## src/rtl/fetch_stage.sv

```systemverilog
// Instruction fetch stage: owns the fetch PC, keeps at most one imem read in flight,
// and queues returned words in a small buffer whose head feeds the IF/ID register.
module fetch_stage #(
  parameter logic [31:0] RESET_PC   = 32'h0000_0000,
  parameter int          IBUF_DEPTH = 2
) (
  input  logic        clk,
  input  logic        rst_n,
  output logic        imem_req,
  output logic [31:0] imem_addr,
  input  logic        imem_gnt,
  input  logic        imem_rvalid,
  input  logic [31:0] imem_rdata,
  input  logic        stallF,
  input  logic        redirect,
  input  logic [31:0] redirect_pc,
  output logic        validF,
  output logic [31:0] instrF,
  output logic [31:0] PCPlus4F
);

  localparam int PW = (IBUF_DEPTH > 1) ? $clog2(IBUF_DEPTH) : 1;
  localparam int CW = PW + 1;
  localparam logic [PW-1:0] PTR_ONE   = 1;
  localparam logic [CW-1:0] CNT_ONE   = 1;
  localparam logic [CW:0]   SPACE_ONE = 1;
  localparam logic [CW:0]   SPACE_TWO = 2;
  localparam logic [CW:0]   DEPTH_EXT = IBUF_DEPTH;

  typedef enum logic [1:0] {IDLE, WAIT, DROP} state_e;

  state_e        state_q, state_d;
  logic [31:0]   fetch_pc_q, fetch_pc_d;
  logic [31:0]   tag_q, tag_d;
  logic [PW-1:0] rd_ptr_q, rd_ptr_d, wr_ptr_q, wr_ptr_d;
  logic [CW-1:0] count_q, count_d;
  logic [31:0]   buf_instr_q [IBUF_DEPTH];
  logic [31:0]   buf_pc4_q   [IBUF_DEPTH];

  logic          pop, push, grant, req_ok;
  logic [CW:0]   space;

  assign validF = (count_q != '0);
  assign pop    = validF & ~stallF & ~redirect;
  assign push   = (state_q == WAIT) & imem_rvalid & ~redirect;
  // Space counts the slot freed by this cycle's pop, so a request is only made
  // when its data is guaranteed a slot on return.
  assign space  = DEPTH_EXT - {1'b0, count_q} + {{CW{1'b0}}, pop};

  always_comb begin
    req_ok = 1'b0;
    unique case (state_q)
      IDLE:    req_ok = (space >= SPACE_ONE);
      WAIT:    req_ok = imem_rvalid && (space >= SPACE_TWO);
      default: req_ok = 1'b0;
    endcase
  end

  assign imem_req  = rst_n & ~redirect & req_ok;
  assign imem_addr = fetch_pc_q;
  assign grant     = imem_req & imem_gnt;

  always_comb begin
    // NOTE: every signal gets a default first so no path leaves it unassigned (no latch).
    state_d    = state_q;
    fetch_pc_d = fetch_pc_q;
    tag_d      = tag_q;
    rd_ptr_d   = rd_ptr_q;
    wr_ptr_d   = wr_ptr_q;
    count_d    = count_q;

    if (grant) begin
      fetch_pc_d = fetch_pc_q + 32'd4;
      tag_d      = fetch_pc_q;
    end

    if (redirect) begin
      fetch_pc_d = {redirect_pc[31:2], 2'b00};
      rd_ptr_d   = '0;
      wr_ptr_d   = '0;
      count_d    = '0;
      state_d    = (state_q == IDLE || imem_rvalid) ? IDLE : DROP;
    end else begin
      if (push) wr_ptr_d = wr_ptr_q + PTR_ONE;
      if (pop)  rd_ptr_d = rd_ptr_q + PTR_ONE;
      if (push && !pop)      count_d = count_q + CNT_ONE;
      else if (!push && pop) count_d = count_q - CNT_ONE;

      unique case (state_q)
        IDLE:    if (grant) state_d = WAIT;
        WAIT:    if (imem_rvalid) state_d = grant ? WAIT : IDLE;
        DROP:    if (imem_rvalid) state_d = IDLE;
        default: state_d = IDLE;
      endcase
    end
  end

  // NOTE: sequential state uses non-blocking assignments so all registers update together.
  always_ff @(posedge clk or negedge rst_n) begin
    if (!rst_n) begin
      state_q    <= IDLE;
      fetch_pc_q <= RESET_PC;
      tag_q      <= '0;
      rd_ptr_q   <= '0;
      wr_ptr_q   <= '0;
      count_q    <= '0;
    end else begin
      state_q    <= state_d;
      fetch_pc_q <= fetch_pc_d;
      tag_q      <= tag_d;
      rd_ptr_q   <= rd_ptr_d;
      wr_ptr_q   <= wr_ptr_d;
      count_q    <= count_d;
    end
  end

  // NOTE: buffer storage has no reset; entries are only visible while count marks them valid.
  always_ff @(posedge clk) begin
    if (push) begin
      buf_instr_q[wr_ptr_q] <= imem_rdata;
      buf_pc4_q[wr_ptr_q]   <= tag_q + 32'd4;
    end
  end

  assign instrF   = validF ? buf_instr_q[rd_ptr_q] : 32'h0;
  assign PCPlus4F = validF ? buf_pc4_q[rd_ptr_q]   : 32'h0;

endmodule

```

## config.mk

```make
export PLATFORM = sky130hd
export DESIGN_NAME = fetch_stage
export DESIGN_NICKNAME = d
export VERILOG_FILES = /design/src/rtl/fetch_stage.sv
export SDC_FILE = /design/constraint.sdc
export NUM_CORES = 1
export LEC_CHECK = 0
export CELL_PAD_IN_SITES_DETAIL_PLACEMENT = 1
export CELL_PAD_IN_SITES_GLOBAL_PLACEMENT = 2
export CORE_MARGIN = 5
export CORE_UTILIZATION = 31
export CTS_CLUSTER_SIZE = 10
export DETAILED_ROUTE_END_ITERATION = 6
export PLACE_DENSITY_LB_ADDON = 0.1
export SYNTH_ARGS = -nofsm -noshare
export SYNTH_HDL_FRONTEND = slang
export SYNTH_SLANG_ARGS = --single-unit
```

## constraint.sdc

```tcl
create_clock -name clk -period 6.2 [get_ports clk]
set_clock_uncertainty 0.15 [all_clocks]
set_input_delay 1.86 -clock clk [delete_from_list [all_inputs] [get_ports clk]]
set_output_delay 1.86 -clock clk [all_outputs]
set_load 0.01 [all_outputs]
```

; Word-level counts from Yosys, hierarchy flattened
; Memories as Yosys holds them, arrays and structs flattened.
; Cells that the tools add are included.
[classes]
reduce_logical = 13
n_mux = 21
eq_ne = 5
magnitude_cmp = 2
bitwise = 9
add_sub_neg = 8
[ops]
columns = op, count
row1 = $mux 32, 4
row2 = $add 32x3->32 const B, 2
row3 = $mux 2, 8
row4 = $ne 3x3->1 const B, 3
row5 = $reduce_bool 2->1, 4
row6 = $and 1x1->1, 7
row7 = $mux 1, 7
row8 = $pmux 2 s3, 1
row9 = $add 3x1->3, 1
row10 = $ge 3x1->1 const B, 1
row11 = $ge 3x2->1 const B, 1
row12 = $logic_and 1x1->1, 3
row13 = $reduce_and 3->1, 1
row14 = $reduce_bool 3->1, 1
row15 = $sub 2x2->3 const A, 1
row16 = $add 1x1->1 const B, 2
row17 = $add 2x1->2 const B, 1
row18 = $eq 2x1->1 const B, 1
row19 = $eq 2x2->1 const B, 1
row20 = $logic_not 1->1, 2
row21 = $logic_not 2->1, 1
row22 = $not 1->1, 2
row23 = $pmux 1 s2, 1
row24 = $sub 2x1->2 const B, 1
row25 = $logic_or 1x1->1, 1
[word_totals]
input_bits = 70
ram_bits = 128
wordCells = 66
memories = 2
register_bits = 70
[mem_list]
columns = name, depth, word_bits, rd, rd_clocked_by_memory_dff, write_ports, line_no
row1 = buf_instr_q, 2, 32, 1, 0, 1, 37  ; logic [31:0] buf_instr_q [IBUF_DEPTH];
row2 = buf_pc4_q, 2, 32, 1, 0, 1, 38  ; logic [31:0] buf_pc4_q [IBUF_DEPTH];

; Longest topological paths before layout
; Gate-level depths: netlist (run 1).
[depth]
depth_word = 13
mapped_depth = 11
mapped_depth_nobuf = 9

; Worst setup path after synthesis (run 1)
; OpenSTA, ideal clock, no wires.
[synth_timing]
path_type = in2reg
start = in redirect
end = mem buf_instr_q[1][0] (enable)
path_slack_ps = -1341
arrival_ps = 6820
stages = 3
setup_ps = 571
path_buffers = 2
cell_sequence = clkbuf_1 buf_1 nor3b_1
[synth_between]
elab_chain_cells = 4
[synth_rtl]
columns = element, line_no
row1 = from (decl), 15  ; input logic redirect,
row2 = $not 1->1, 45  ; assign push = (state_q == WAIT) & imem_rvalid & ~redirect;
row3 = $and 1x1->1, 45
row4 = $mux 1, 119  ; if (push) begin
row5 = $mux 1 (implied by the code), 120  ; buf_instr_q[wr_ptr_q] <= imem_rdata;
row6 = to (decl), 37
; No other way between the ends.

; Worst setup path in the final report (run 1)
[layout_timing]
start = in stallF
end = out imem_req
[layout_between]
elab_chain_cells = 8
word_cells_on_any_way = 9
cone_classes = add/sub (1) / order compare (2) / mux (1) / bitwise (4) / reduce/logical (1)
[layout_rtl]
columns = element, line_no
row1 = from (decl), 14  ; input logic stallF,
row2 = $not 1->1 (*), 44  ; assign pop = validF & ~stallF & ~redirect;
row3 = $and 1x1->1 (*) (2 in a row), 44
row4 = $add 3x1->3 (*), 48  ; assign space = DEPTH_EXT - {1'b0, count_q} + {{CW{1'b0}}, pop};
row5 = $ge 3x2->1, 54  ; WAIT: req_ok = imem_rvalid && (space >= SPACE_TWO);
row6 = $logic_and 1x1->1, 54
row7 = $pmux 1 s2 (*), 52  ; unique case (state_q)
row8 = $and 1x1->1 (*), 59  ; assign imem_req = rst_n & ~redirect & req_ok;
row9 = to (decl), 9  ; output logic imem_req,
; Every way passes the cells marked *; elsewhere a longest branch is shown, timed or not.

==> results.cfg, run 1 <==
[timing]
max_freq_mhz = 165
hold_viol = 0
setup_tns_ns = 0
final-max-slew-violation-count = 0
whs_ns = 0.365
final.min_clock_period_ns = 6.07
fin_crit_sh = 0.979
relSlewSlack = 0.232
setup_violations = 0
rsz0062_at_grt = false
worstMarginPinSlew_ns = 1.15
worst_slack_ns = 0.131

[power_and_ir_drop]
p_leak_nw = 3.84
ir_drop_mv = 0.141
powerDensity_nw_per_um2 = 266

[logic_synthesis]
syn-mean-instance-area_um2 = 11.8
ys.flop_type = edfxtp_1
syn_area_um2 = 8420
synth_most_common_cell = nand2_1
synth_top_area_share = 0.442
yosys_warnings = 0
yosysSeqAreaShare = 0.638
synthTopCellsByArea = edfxtp_1, dfrtp_1, mux2i_1
synth_edf_count = 124
syn_inst = 715
synth_seq_cells = 190
synth_top_area_cell = edfxtp_1
synthTopCellsByCount = nand2_1, edfxtp_1, nor2_1, dfrtp_1, mux2i_1
synth-async-reset-ratio = 0.347
synth_cell_types = 45

[layout]
antennaDiodeCount = 0
layout-drive-gt1-share = 0.0611
syn2layout_area_growth_pct = 30.0
fin_nets = 945

[clock_network]
htreeDepth = 4
clkTransAtPathRegs_ns = 0.07
cts_buffers = 17
cts.sinks = 190
cts-root-buf = clkbuf_16
hold_buffers = 0
post_cts_buffers = 0
cts_buffer_depth = 2
post_cts_resized = 0
worst_skew_pair.late_latency_ns = 0.43
cts_tree = done

[grt]
grt-ovfl-total = 0
grt_pass1_vias = 6374
grt_first_pass_wirelength_mm = 34.3
antenna_found_initial = 0
track_usage = 0.140
grt_max_degree = 67

[critical_path]
worstPathCellList = clkdlybuf4s50_1 -> or3_1 -> ha_1 -> ha_1 -> o31ai_1 -> and3_1 -> clkdlybuf4s50_1
cp_slowest_cell = clkdlybuf4s50_1
critPathKind = input port to output port
cp-end-kind = output port
crit_path_start_kind = input port
arrival_ns = 4.06
required_ns = 4.19
critPathMaxStageDelay_ns = 0.53
critPathMaxFanout = 2
worstRegToRegCells = 10

[floorplan]
die_h_um = 175
initial_core_util = 0.313
die_w_um = 175
core_area_um2 = 26900
core.rowCount = 60
io_pins = 168
dieArea_um2 = 30600

[place]
hpwl_mm = 14.4
place_congestion = 0.752
port_buffers = 161
post-place-ws_ns = 0.132

[routing]
wl_per_cell_um = 17.4
drc = 0
routed_wl_mm = 21.3
via_count = 5899
drtAntennaViolNets = 0
dr.first_iter.drc_count = 234
drtPass1Iterations = 4
via_per_inst = 4.82

[worst_hold_path]
hold_path_depth = 2
hold_path_class = register to register

[job]
cap_violations = 0

[status]
outcome = finished, final reports clean
==> sequential cells by signal, summed over array words and instances (netlist names) <==
register and count:
buf_pc4_q 60, tag_q 30, rd_ptr_q 1, wr_ptr_q 1, count_q 2, buf_instr_q 64, imem_addr 30, state_q 2
==> path summary, 6_finish.rpt <==
| check | start | end | slack [ns] |
|---|---|---|---|
| worst max register to register | count_q[0] | imem_addr[25] | 2.72 |
| worst max-delay path | stallF | imem_req | 0.13 |
| worst min-delay path | tag_q[31] | tag_q[31] | 0.37 |
| max in group asynchronous | rst_n | rd_ptr_q | 3.74 |
| min in group asynchronous | rst_n | state_q[0] | 1.48 |
| worst min register to register | tag_q[31] | tag_q[31] | 0.37 |
==> metal layers <==
layer  vias to the layer above  GRT usage  wire, um
met2                       151      0.223      9700
met1                      2886      0.195     10600
met4                         0     0.0304       100
met3                        10     0.0322       954
li1                       2852          -         -
met5                         -          0         0
==> critical path: cells and delay by family <==
family / cells / cell delay [ns]
compound gates: 1 / 0.26
fa+ha+maj: 2 / 0.37
buf+inv: 2 / 1.00
simple gates: 2 / 0.58
==> cell usage in the layout (no fill, tap or decap), types with 3 or more instances in the layout <==
| cell type | Yosys | final |
|---|---|---|
| nand3_1 | 30 | 30 |
| o21ai_0 | 35 | 35 |
| clkdlybuf4s50_1 | 0 | 159 |
| nand2_1 | 128 | 128 |
| edfxtp_1 | 124 | 124 |
| nor2b_1 | 5 | 5 |
| buf_4 | 6 | 10 |
| o211ai_1 | 6 | 6 |
| clkinvlp_4 | 0 | 5 |
| clkinv_4 | 0 | 3 |
| nand4_1 | 22 | 22 |
| a21oi_1 | 5 | 5 |
| nor4_1 | 3 | 3 |
| nor2_1 | 85 | 84 |
| inv_1 | 7 | 7 |
| xor2_1 | 15 | 15 |
| a31oi_1 | 4 | 4 |
| xnor2_1 | 26 | 26 |
| clkbuf_16 | 0 | 17 |
| or4_1 | 3 | 3 |
| ha_1 | 4 | 4 |
| nor3_1 | 5 | 4 |
| conb_1 | 1 | 4 |
| o311ai_0 | 4 | 4 |
| nor3_2 | 3 | 3 |
| mux2i_1 | 63 | 63 |
| and4_1 | 5 | 5 |
| and3_1 | 6 | 6 |
| dfrtp_1 | 66 | 65 |
| inv_8 | 0 | 4 |
==> report_power, final <==
group / switching (mW) / total, mW / leakage, nW / internal [mW]
registers: 0.105 / 1.55 / 1.95 / 1.45
clock network: 0.511 / 1.04 / 0.257 / 0.527
logic: 0.153 / 0.314 / 1.63 / 0.161
total: 0.769 / 2.91 / 3.84 / 2.14
==> layout make-up <==
type                       instances  area [um^2]
fill                            2916        15900
sequential                       190         5380
multi-input combinational        484         2880
timing repair buffer             171         1680
tap                              341          427
clock buffer                      17          425
clock inverter                    15          130
inverter                           7         26.3
==> cells by family (layout without fill, tap and decap cells) <==
logic type      Yosys count  after routing  synth area share
flops                   190            190             0.638
xor+xnor                 41             41            0.0426
mux                      63             63            0.0749
fa+ha+maj                 4              4           0.00594
compound gates           62             62            0.0441
buf+inv                  44            210            0.0247
other cells               1              4          0.000445
simple gates            310            310             0.169
==> through the flow <==
step	util	area [um^2]	std cells	power (mW)
6_report	0.407	10900	1225	2.91
3_5_place_dp	0.387	10400	1193	1.90
4_1_cts	0.407	10900	1225	2.96
5_1_grt	0.407	10900	1225	3.06
2_1_floorplan	-	8440	718	1.72
3_3_place_gp	0.387	10400	1193	1.88
(Power assumes the default switching activity.)
==> inputs of run 2 (changes only) <==
--- a/config.mk
+++ b/config.mk
@@ -7,6 +7,7 @@
 export LEC_CHECK = 0
 export CELL_PAD_IN_SITES_DETAIL_PLACEMENT = 1
 export CELL_PAD_IN_SITES_GLOBAL_PLACEMENT = 2
+export CORE_ASPECT_RATIO = 1.4
 export CORE_MARGIN = 5
 export CORE_UTILIZATION = 31
 export CTS_CLUSTER_SIZE = 10
@@ -15,3 +16,4 @@
 export SYNTH_ARGS = -nofsm -noshare
 export SYNTH_HDL_FRONTEND = slang
 export SYNTH_SLANG_ARGS = --single-unit
+export TNS_END_PERCENT = 20
==> results.cfg, run 2 (synthesis results as in run 1) <==
[timing]
setup_violations = 0
hold_viol = 0
relSlewSlack = 0.259
worstMarginPinSlew_ns = 1.11
max_freq_mhz = 174
final-max-slew-violation-count = 0
fin_crit_sh = 0.927
final.min_clock_period_ns = 5.75
rsz0062_at_grt = false

[routing]
wl_per_cell_um = 16.9
drtAntennaViolNets = 0
routed_wl_mm = 21.1
via_count = 5840
dr.first_iter.drc_count = 184
drc = 0
drtPass1Iterations = 4
via_per_inst = 4.67

[layout]
regMostFlops = buf_instr_q
antennaDiodeCount = 0
layout-drive-gt1-share = 0.0621
final_common_cell = clkdlybuf4s50_1
final_cell_mix = clkdlybuf4s50_1, nand2_1, edfxtp_1
fin_nets = 946
design_area_um2 = 11000
largestRegisters = buf_instr_q: 64 flops, buf_pc4_q: 60 flops
syn2layout_area_growth_pct = 30.6
largest_reg_flops = 64

[place]
port_buffers = 161
hpwl_mm = 14.7
place_congestion = 0.734
postPlaceCellArea_um2 = 10400

[grt]
grt_first_pass_wirelength_mm = 33.9
antenna_found_initial = 0
track_usage = 0.140
grt-ovfl-total = 0
grt_max_degree = 67
grt_pass1_vias = 6443

[clock_network]
htreeDepth = 4
cts_buffers = 17
cts.sinks = 190
cts-root-buf = clkbuf_16
cts_tree = done
clkTransAtPathRegs_ns = 0.06
cts_buffer_depth = 2
worst_skew_pair.late_latency_ns = 0.42
hold_buffers = 0

[critical_path]
cp-end-kind = output port
critPathKind = input port to output port
cpMostUsedCell = ha_1
worstPathCellList = clkdlybuf4s50_1 -> or3_1 -> ha_1 -> ha_1 -> o31ai_4 -> and3_1 -> dlymetal6s2s_1
critPathMaxFanout = 2
crit_path_start_kind = input port
cp_slowest_cell = clkdlybuf4s50_1
cpLargestDelayFamily = buffers and inverters
critPathMaxStageDelay_ns = 0.50
required_ns = 4.19
crit_buf_inv = 2
arrival_ns = 3.74

[status]
outcome = finished, final reports clean

[power_and_ir_drop]
total_power_mw = 2.91
powerDensity_nw_per_um2 = 264
ir_drop_mv = 0.178
p_leak_nw = 3.88

[floorplan]
initial_core_util = 0.314
core.rowCount = 71
core_area_um2 = 26800
die_h_um = 205
die_w_um = 149
io_pins = 168
dieArea_um2 = 30600

[worst_hold_path]
hold_path_class = register to register

[job]
cap_violations = 0
[run 2: worst paths after layout]
kind,start,to,slack [ns],depth (start not counted)
max,stallF,imem_req,0.45,7
min,tag_q[31],tag_q[31],0.36,2
max reg2reg,count_q[0],imem_addr[9],2.76,10
min reg2reg,tag_q[31],tag_q[31],0.36,2
max in group asynchronous,rst_n,rd_ptr_q,3.77,2
min in group asynchronous,rst_n,imem_addr[22],1.50,2
[run 2: stage by stage]
step                      cells  hold WS, ns   util  TNS, ns  worst slack, ns
after floorplan             718        0.313      -   -64.69            -1.04
after global placement     1218        0.326  0.389  -0.0164          -0.0164
after detailed placement   1218        0.341  0.389  -0.0358          -0.0358
after CTS                  1250        0.358  0.410        0           0.0302
after global routing       1250        0.376  0.410        0            0.378
final                      1250        0.356  0.410        0            0.451
[run 2: timing repair]
| item | 4_1_cts | 5_1_grt |
|---|---|---|
| pin swaps | 0 | 0 |
| endpoints found under the setup margin | 1 | 1 |
| resized for setup | 1 | 2 |
| buffers inserted | 0 | 0 |
| endpoints found under the hold margin | 0 | 0 |
[run 2: per-layer routing]
| metal | vias up | GRT usage | wire [um] |
|---|---|---|---|
| met5 | - | 0 | 0 |
| met4 | 0 | 0.0435 | 271 |
| met3 | 17 | 0.0310 | 868 |
| met2 | 144 | 0.243 | 10600 |
| met1 | 2827 | 0.173 | 9350 |
| li1 | 2852 | - | - |
[run 2: area by class of cell]
type | count | area, um^2
inverters | 7 | 26.3
flip-flops and latches | 190 | 5380
clock buffers | 22 | 465
well taps | 365 | 457
fillers | 2907 | 15800
repair buffers | 172 | 1700
clock inverters | 10 | 88.8
multi-input cells | 484 | 2890
[run 2: worst register-to-register path, cell delays in order (launching register included)]
cell and delay [ns]:
dfrtp_1 0.50, nor2_4 0.05, or3_1 0.31, ha_1 0.19, ha_1 0.31, o31ai_4 0.09
buf_4 0.15, and4_1 0.36, nor2_1 0.87, o21ai_0 0.25, o211ai_1 0.14
[run 2: report_power, final]
group / internal [mW] / switching [mW]
combinational: 0.162 / 0.149
clock: 0.577 / 0.465
sequential: 1.45 / 0.102
total: 2.19 / 0.716
==> inputs of run 3 (changes only) <==
==> constraint.sdc (replaced) <==
create_clock -name clk -period 6.2 [get_ports clk]
set_clock_uncertainty 0.15 [all_clocks]
set_input_delay 1.24 -clock clk [delete_from_list [all_inputs] [get_ports clk]]
set_output_delay 1.24 -clock clk [all_outputs]
set_load 0.01 [all_outputs]
==> results.cfg, run 3 (synthesis results as in run 1) <==
[timing]
final.min_clock_period_ns = 5.21
hold_viol = 0
whs_ns = 0.354
rsz0062_at_grt = false
fin_crit_sh = 0.840
relSlewSlack = 0.251
setup_violations = 0
worstMarginPinSlew_ns = 1.12
final-max-slew-violation-count = 0
max_freq_mhz = 192

[power_and_ir_drop]
p_leak_nw = 3.86
ir_drop_mv = 0.180
powerDensity_nw_per_um2 = 269
total_power_mw = 2.95

[clock_network]
hold_buffers = 0
worst_skew_pair.late_latency_ns = 0.44
cts.sinks = 190
post_cts_buffers = 0
clkTransAtPathRegs_ns = 0.07
cts-root-buf = clkbuf_16
post_cts_resized = 0
cts_buffers = 17
cts_tree = done
htreeDepth = 4
cts_buffer_depth = 2

[floorplan]
io_pins = 168
dieArea_um2 = 30600
core_area_um2 = 26800
die_w_um = 149
die_h_um = 205
initial_core_util = 0.314
core.rowCount = 71

[routing]
drtAntennaViolNets = 0
via_per_inst = 4.70
dr.first_iter.drc_count = 168
wl_per_cell_um = 17.0
via_count = 5857
drc = 0
routed_wl_mm = 21.1
drtPass1Iterations = 4

[layout]
layout-drive-gt1-share = 0.0578
fin_nets = 943
regMostFlops = buf_instr_q
design_area_um2 = 11000
largest_reg_flops = 64
stdcell_count = 1247
largestRegisters = buf_instr_q: 64 flops, buf_pc4_q: 60 flops
final_common_cell = clkdlybuf4s50_1
final_cell_mix = clkdlybuf4s50_1, nand2_1, edfxtp_1
syn2layout_area_growth_pct = 30.4
multiInputGateArea_um2 = 2870
nFillCells = 2900
ff_latch_area_um2 = 5380
antennaDiodeCount = 0

[grt]
grt.busiest_layer = met2
grtUsageMet2 = 0.245
grt-ovfl-total = 0
grtUsageMet3 = 0.0352
track_usage = 0.141
grt_first_pass_wirelength_mm = 34.2
antenna_found_initial = 0
grt_max_degree = 67
gr-usage-met1 = 0.174
grt_pass1_vias = 6394

[critical_path]
crit_path_start_kind = input port
critPathMaxStageDelay_ns = 0.54
cp-end-kind = output port
worstPathCellList = clkdlybuf4s50_1 -> or3_1 -> ha_1 -> ha_1 -> o31ai_1 -> and3_1 -> clkdlybuf4s50_1
required_ns = 4.81
critPathMaxFanout = 8
critPathKind = input port to output port
arrival_ns = 3.82
cpLargestDelayFamily = buffers and inverters
cp_slowest_cell = clkdlybuf4s50_1
crit_buf_inv = 2

[place]
hpwl_mm = 14.6
port_buffers = 161
dp_cells = 1215
postPlaceCellArea_um2 = 10400
place_congestion = 0.737

[status]
outcome = finished, final reports clean

[worst_hold_path]
hold_path_class = register to register

[job]
cap_violations = 0
[run 3: tightest hold or removal path: cells and delay by family (launching register included)]
kind	cells	cell delay, ns
AND/OR/NAND/NOR	2	0.12
flip-flops	1	0.36
[run 3: routing by layer]
| layer | vias up | wire [um] |
|---|---|---|
| li1 | 2850 | - |
| met5 | - | 0 |
| met1 | 2852 | 9450 |
| met3 | 16 | 938 |
| met4 | 0 | 253 |
| met2 | 139 | 10500 |
[run 3: power breakdown]
part	leakage (nW)	switching (mW)	internal, mW
clock network	0.292	0.471	0.617
logic	1.62	0.149	0.160
registers	1.95	0.104	1.45
total	3.86	0.724	2.23
[run 3: path summary, 6_finish.rpt]
check,startpoint,endpoint,slack [ns],depth (start not counted)
worst max-delay path,stallF,imem_req,0.99,7
worst min-delay path,tag_q[31],tag_q[31],0.35,2
worst max register to register,count_q[0],imem_addr[11],2.89,10
worst min register to register,tag_q[31],tag_q[31],0.35,2
max in group asynchronous,rst_n,rd_ptr_q,4.38,2
min in group asynchronous,rst_n,state_q[1],0.85,2
[run 3: cell type report]
cell class / instances / share of cell area
Multi-Input combinational cell: 484 / 0.262
Timing Repair Buffer: 169 / 0.151
Clock inverter: 8 / 0.00706
Clock buffer: 24 / 0.0461
Sequential cell: 190 / 0.490
Tap cell: 365 / 0.0416
Inverter: 7 / 0.00239
[run 3: metrics by stage]
| stage | utilization | TNS [ns] | setup WS (ns) |
|---|---|---|---|
| 3_3_place_gp | 0.388 | 0 | 1.03 |
| 2_1_floorplan | - | -26.25 | -0.423 |
| 3_5_place_dp | 0.388 | 0 | 1.01 |
| 6_report | 0.409 | 0 | 0.993 |
| 4_1_cts | 0.409 | 0 | 0.983 |
| 5_1_grt | 0.409 | 0 | 0.864 |
